===== src/rtl/lnl_kbd_input_fifo.sv =====
// Keyboard input port: synchronised, edge-detected strobe pushes words into a circular buffer.
// First-word-fall-through head; drops words and sets a sticky overflow flag when full.
module lnl_kbd_input_fifo #(
    parameter int DATA_W      = 8,
    parameter int DEPTH       = 4,
    parameter int SYNC_STAGES = 2
) (
    input  logic                       clk,
    input  logic                       rst_n,
    input  logic [DATA_W-1:0]          kbd_data,
    input  logic                       kbd_strobe,
    input  logic                       cpu_rd,
    input  logic                       ien,
    input  logic                       ovf_clr,
    output logic [DATA_W-1:0]          cpu_data,
    output logic                       fgi,
    output logic                       irq,
    output logic                       full,
    output logic                       ovf,
    output logic [$clog2(DEPTH+1)-1:0] count
);
    localparam int PTR_W = $clog2(DEPTH);
    localparam int CNT_W = $clog2(DEPTH+1);

    logic [SYNC_STAGES-1:0] sync_q;
    logic                   prev_q;
    logic [PTR_W-1:0]       wptr_q, wptr_d;
    logic [PTR_W-1:0]       rptr_q, rptr_d;
    logic [CNT_W-1:0]       count_q, count_d;
    logic                   ovf_q, ovf_d;
    logic [DATA_W-1:0]      mem_q [DEPTH];

    logic push_req, pop, push_ok, full_w, empty_w;

    assign full_w   = (count_q == CNT_W'(DEPTH));
    assign empty_w  = (count_q == '0);
    assign push_req = sync_q[SYNC_STAGES-1] & ~prev_q;
    assign pop      = cpu_rd & ~empty_w;
    // A full buffer still accepts a push when a pop frees the head slot in the same cycle.
    assign push_ok  = push_req & (~full_w | pop);

    always_comb begin
        wptr_d  = wptr_q;
        rptr_d  = rptr_q;
        count_d = count_q;
        ovf_d   = ovf_q;
        if (push_ok) wptr_d = wptr_q + 1'b1;
        if (pop)     rptr_d = rptr_q + 1'b1;
        if (push_ok && !pop)      count_d = count_q + 1'b1;
        else if (pop && !push_ok) count_d = count_q - 1'b1;
        if (ovf_clr) ovf_d = 1'b0;
        if (push_req && !push_ok) ovf_d = 1'b1;
    end

    always_ff @(posedge clk or negedge rst_n) begin
        if (!rst_n) begin
            sync_q  <= '0;
            prev_q  <= 1'b0;
            wptr_q  <= '0;
            rptr_q  <= '0;
            count_q <= '0;
            ovf_q   <= 1'b0;
        end else begin
            sync_q  <= {sync_q[SYNC_STAGES-2:0], kbd_strobe};
            prev_q  <= sync_q[SYNC_STAGES-1];
            wptr_q  <= wptr_d;
            rptr_q  <= rptr_d;
            count_q <= count_d;
            ovf_q   <= ovf_d;
        end
    end

    // Storage needs no reset; entries are only visible once count covers them.
    always_ff @(posedge clk) begin
        if (push_ok) mem_q[wptr_q] <= kbd_data;
    end

    assign cpu_data = empty_w ? '0 : mem_q[rptr_q];
    assign fgi      = ~empty_w;
    assign irq      = ien & ~empty_w;
    assign full     = full_w;
    assign ovf      = ovf_q;
    assign count    = count_q;
endmodule

===== config.mk =====
export PLATFORM = sky130hd
export DESIGN_NAME = lnl_kbd_input_fifo
export DESIGN_NICKNAME = d
export VERILOG_FILES = /design/src/rtl/lnl_kbd_input_fifo.sv
export SDC_FILE = /design/constraint.sdc
export NUM_CORES = 1
export LEC_CHECK = 0
export CAP_MARGIN = 30
export CELL_PAD_IN_SITES_DETAIL_PLACEMENT = 0
export CELL_PAD_IN_SITES_GLOBAL_PLACEMENT = 1
export CORE_MARGIN = 2
export CORE_UTILIZATION = 47
export DETAILED_ROUTE_END_ITERATION = 7
export PLACE_DENSITY = 0.84
export SYNTH_ARGS = -nofsm -noshare
export SYNTH_HDL_FRONTEND = slang
export SYNTH_SLANG_ARGS = --single-unit

===== constraint.sdc =====
create_clock -name clk -period 4.25 [get_ports clk]
set_input_delay 1.275 -clock clk [delete_from_list [all_inputs] [get_ports clk]]
set_output_delay 1.275 -clock clk [all_outputs]
set_load 0.005 [all_outputs]

[After elaboration in Yosys (flattened, before gate mapping)]
Memories as Yosys holds them, arrays and structs flattened.
Cells that the tools add are included.
Word-level totals
  bits in registers: 11
  RAM bits: 32
  input bits: 14
  output and inout port bits: 15
  logic and storage cells: 35
  memories: 1
Memories
  mem_q: words 4, bits a word 8, read ports 1, clocked after memory_dff 0, wr ports 1, RTL line 31  | logic [DATA_W-1:0] mem_q [DEPTH];
Operators by class
  add/subtract/negate cells: 4
  equal/unequal tests: 1
  mux-type cells: 7
  bitwise operators: 8
  reduce and logical (&&, ||, !) cells: 8
Operators with widths (number)
  two-way mux 8 bit: 1
  two-way mux 3 bit: 2
  adder 2 x 1 -> 2 bit, second input constant: 2
  AND 1 bit: 4
  two-way mux 1 bit: 4
  nonzero test 2 bit: 2
  adder 3 x 1 -> 3 bit, second input constant: 1
  == test 3 bit, second input constant: 1
  logical AND 1 bit: 3
  logical NOT 3 bit: 1
  NOT 1 bit: 3
  subtractor 3 x 1 -> 3 bit, second input constant: 1
  logical NOT 1 bit: 2
  bitwise OR 1 bit: 1

[Longest topological paths before layout]
  word-level depth: 9
  depth in mapped cells: 8
  gate-level depth less buffers: 8

[Worst setup path after synthesis]
No wires, ideal clock.
  path kind: input to output
  start point: in ien
  end point: out irq
  arrival: 1.400 ns
  path slack: 1.575 ns
  stages on the path: 1
  path through: and2_1
On the way
  word-level cells in the longest chain between the ends: 1
RTL lines
  start, declared: RTL line 13  | input logic ien,
  AND 1 bit: RTL line 80  | assign irq = ien & ~empty_w;
  end, declared: RTL line 17  | output logic irq,
No other way between the ends.

[Final worst setup path]
Same ends and word-level chain as after synthesis.

==> flow_metrics.env <==
export IMPL_drive_gt1_share_pct=13.3
export IMPL_drt_iter0_markers=17
export IMPL_powerDensity_nw_per_um2=603
export IMPL_final_nets=147
export IMPL_fin_crit_sh_pct=84.5
export IMPL_crit_arrival_ns=2.32
export IMPL_dp_cells=168
export IMPL_yosysTopAreaCell="edfxtp_1"
export IMPL_setup_violations=0
export IMPL_period_needed_ns=3.59
export IMPL_grt_max_degree=13
export IMPL_synth_cells=95
export IMPL_holdWs_ns=0.361
export IMPL_drt_pass1_iterations=3
export IMPL_endpoint_kind="primary output"
export IMPL_gp_congestion=0.690
export IMPL_vias_per_cell=5.01
export IMPL_synth_seq_area_share_pct=69.8
export IMPL_final_hold_violation_count=0
export IMPL_die_area_um2=4280
export IMPL_rr_startpoint="count[1]"
export IMPL_crit_family="buffers and inverters"
export IMPL_finalNonFillerCells=176
export IMPL_row_count=22
export IMPL_chipHeight_um=65.4
export IMPL_worst_slack_ns=0.658
export IMPL_numCtsBuffers=5
export IMPL_fmax_mhz=278
export IMPL_grt_pass1_vias=980
export IMPL_synth_top_family_by_area="multiplexers"
export IMPL_syn_area_per_cell_um2=18.6
export IMPL_slew_headroom_pct=62.6
export IMPL_cp_slowest_cell="clkdlybuf4s50_1"
export IMPL_yosys_register_bits=43
export IMPL_clock_latency_ns=0.28
export IMPL_crit_chain="clkdlybuf4s50_1, and2_1, clkdlybuf4s50_1"
export IMPL_routed_wl_mm=2.90
export IMPL_cpMostUsedCell="clkdlybuf4s50_1"
export IMPL_ioPinCount=29
export IMPL_reg2reg_depth=8
export IMPL_vdd_drop_max_mv=0.345
export IMPL_critical_path_max_fanout=1
export IMPL_portBuffers=28
export IMPL_postCtsHoldBufs=0
export IMPL_hp_start="sync_q[0]"
export IMPL_maxCapViolCount=0
export IMPL_synth_area_leaders="edfxtp_1, dfrtp_1, mux4_2, and2_1, ha_1"
export IMPL_synth_simple_area_share_pct=7.49
export IMPL_ys_warn_count=0
export IMPL_critPathLaunch="ien"
export IMPL_vias=882
export IMPL_drc_errors=0
export IMPL_coreArea_um2=3630
export IMPL_finalMaxSlewViolations=0
export IMPL_clock_root_buffer="clkbuf_8"
export IMPL_synthMuxAreaShare_pct=11.7
export IMPL_synth_xor_xnor_area_share_pct=2.97
export IMPL_status="finished clean"
export IMPL_worst_slew_pin_transition_ns=0.561
export IMPL_synthesis_nets=115
export IMPL_wl_per_cell_um=16.5
export IMPL_syn_area_um2=1770
export IMPL_pre_cts_ws_ns=0.656
export IMPL_path_clk_slew_ns=0.07
export IMPL_ys_types=23
export IMPL_critPathKind="in2out"
export IMPL_start_kind="input port"
export IMPL_die_width_um=65.4
export IMPL_fillers=291
export IMPL_crit_buf_inv=2
export IMPL_synth_compound_area_share_pct=1.20
export IMPL_cts_sinks=43
export IMPL_initial_core_util_pct=48.8
export IMPL_leakagePower_nw=0.770
export IMPL_synthAdderAreaFrac_pct=4.66
export IMPL_utilization_pct=59.7
export IMPL_slowest_delay_ns=0.49
export IMPL_cts_tree="yes"
export IMPL_h_tree_depth=2
export IMPL_reg2reg_slack_ns=1.90
export IMPL_grt_usage_pct=15.7
export IMPL_rsz0062_at_grt="false"
export IMPL_antenna_found_initial=0
export IMPL_grt_overflow=0
export IMPL_dpl_hpwl_mm=2.08
export IMPL_yosys_area_top_type_share_pct=54.2
export IMPL_finClkSkew_ns=0.00416
export IMPL_post_cts_setup_buffer_count=0
export IMPL_tns_ns=0
export IMPL_synthToLayoutAreaGrowth_pct=22.5
export IMPL_critPathRequiredTime_ns=2.97
export IMPL_grt_pass1_wl_mm=4.64
export IMPL_cts_resized=0
export IMPL_diodes=0
export IMPL_ant_nets=0
export IMPL_timing_rr_end="count[2]"
export IMPL_whs_endpoint="sync_q[1]"
export IMPL_cts_buffer_depth=2
export IMPL_whs_path_depth=0
export IMPL_hp_class="reg2reg"
## metrics by stage
| stage | power [W] | cell area, µm² |
|---|---|---|
| finish | 0.00131 | 2170 |
| global route | 0.00139 | 2170 |
| CTS | 0.00133 | 2170 |
| detailed placement | 0.00109 | 2090 |
| global placement | 0.00107 | 2090 |
| floorplan | 0.000873 | 1770 |
## cells in the mapped netlist (all sizes together)
master / instances
xnor2: 4
inv: 5
xor2: 2
a21oi: 1
nand2b: 1
buf: 2
nor3b: 1
o21ai: 1
and2: 13
nand3: 1
nor2: 1
mux4: 8
fa: 1
or3: 1
mux2: 2
clkbuf: 1
edfxtp: 32
nand2: 1
nand3b: 1
dfrtp: 11
ha: 5
## cells in the final DEF, fill, tap and decap left out
master / synthesis / layout
inv_1: 5 / 5
and2_1: 13 / 13
mux2_4: 1 / 1
mux2_2: 1 / 1
nand3_1: 1 / 1
clkdlybuf4s50_1: 0 / 28
clkbuf_1: 0 / 1
mux4_2: 8 / 8
clkbuf_8: 0 / 5
nor3b_4: 1 / 1
ha_1: 5 / 5
nor2_1: 1 / 1
nand2_1: 1 / 1
xnor2_1: 4 / 4
a21oi_4: 1 / 1
nand3b_1: 1 / 1
xor2_1: 2 / 2
nand2b_1: 1 / 1
fa_1: 1 / 1
clkinv_1: 0 / 2
dfrtp_1: 11 / 11
o21ai_0: 1 / 1
or3_1: 1 / 1
edfxtp_1: 32 / 32
## sequential cells by signal, summed over array words and instances (netlist names)
name    flops
rptr_q      2
mem_q      32
prev_q      1
count       3
wptr_q      2
ovf         1
sync_q      2
## power by group
part	switching [W]	internal (W)	total, W
Sequential	0.0000880	0.000524	0.000612
Combinational	0.000151	0.000309	0.000460
Clock	0.000124	0.000112	0.000236
## logic make-up (layout without fill, tap and decap cells)
family / count (synthesis) / count (layout)
mux: 10 / 10
xor+xnor: 6 / 6
flops: 43 / 43
simple gates: 20 / 20
compound gates: 2 / 2
buf+inv: 8 / 41
fa+ha+maj: 6 / 6
## cell type report
cell class                      instances  area, µm²  area share (%)
Multi-Input combinational cell         44        495            22.8
Clock inverter                          2       7.51           0.346
Inverter                                5       18.8           0.865
Timing Repair Buffer                   28        280            12.9
Sequential cell                        43       1240            56.9
Clock buffer                            6       72.6            3.34
Tap cell                               48       60.1            2.77
## worst max-delay path by stage
stage | endpoint | slack [ns] | cells after the start
4_1_cts | irq | 0.65 | 3
3_5_place_dp | irq | 0.66 | 3
6_report | irq | 0.66 | 3
5_1_grt | irq | 0.62 | 3
2_1_floorplan | irq | 1.58 | 1
3_3_place_gp | irq | 0.65 | 3
## routing by layer
layer,global-route usage [%],vias up,wire length (µm)
li1,-,409,-
met4,9.38,0,65
met5,0,-,0
met2,27.7,19,1590
met3,3.42,6,97
met1,17.4,448,1150
Note: power is estimated with default switching activity, not from simulation.
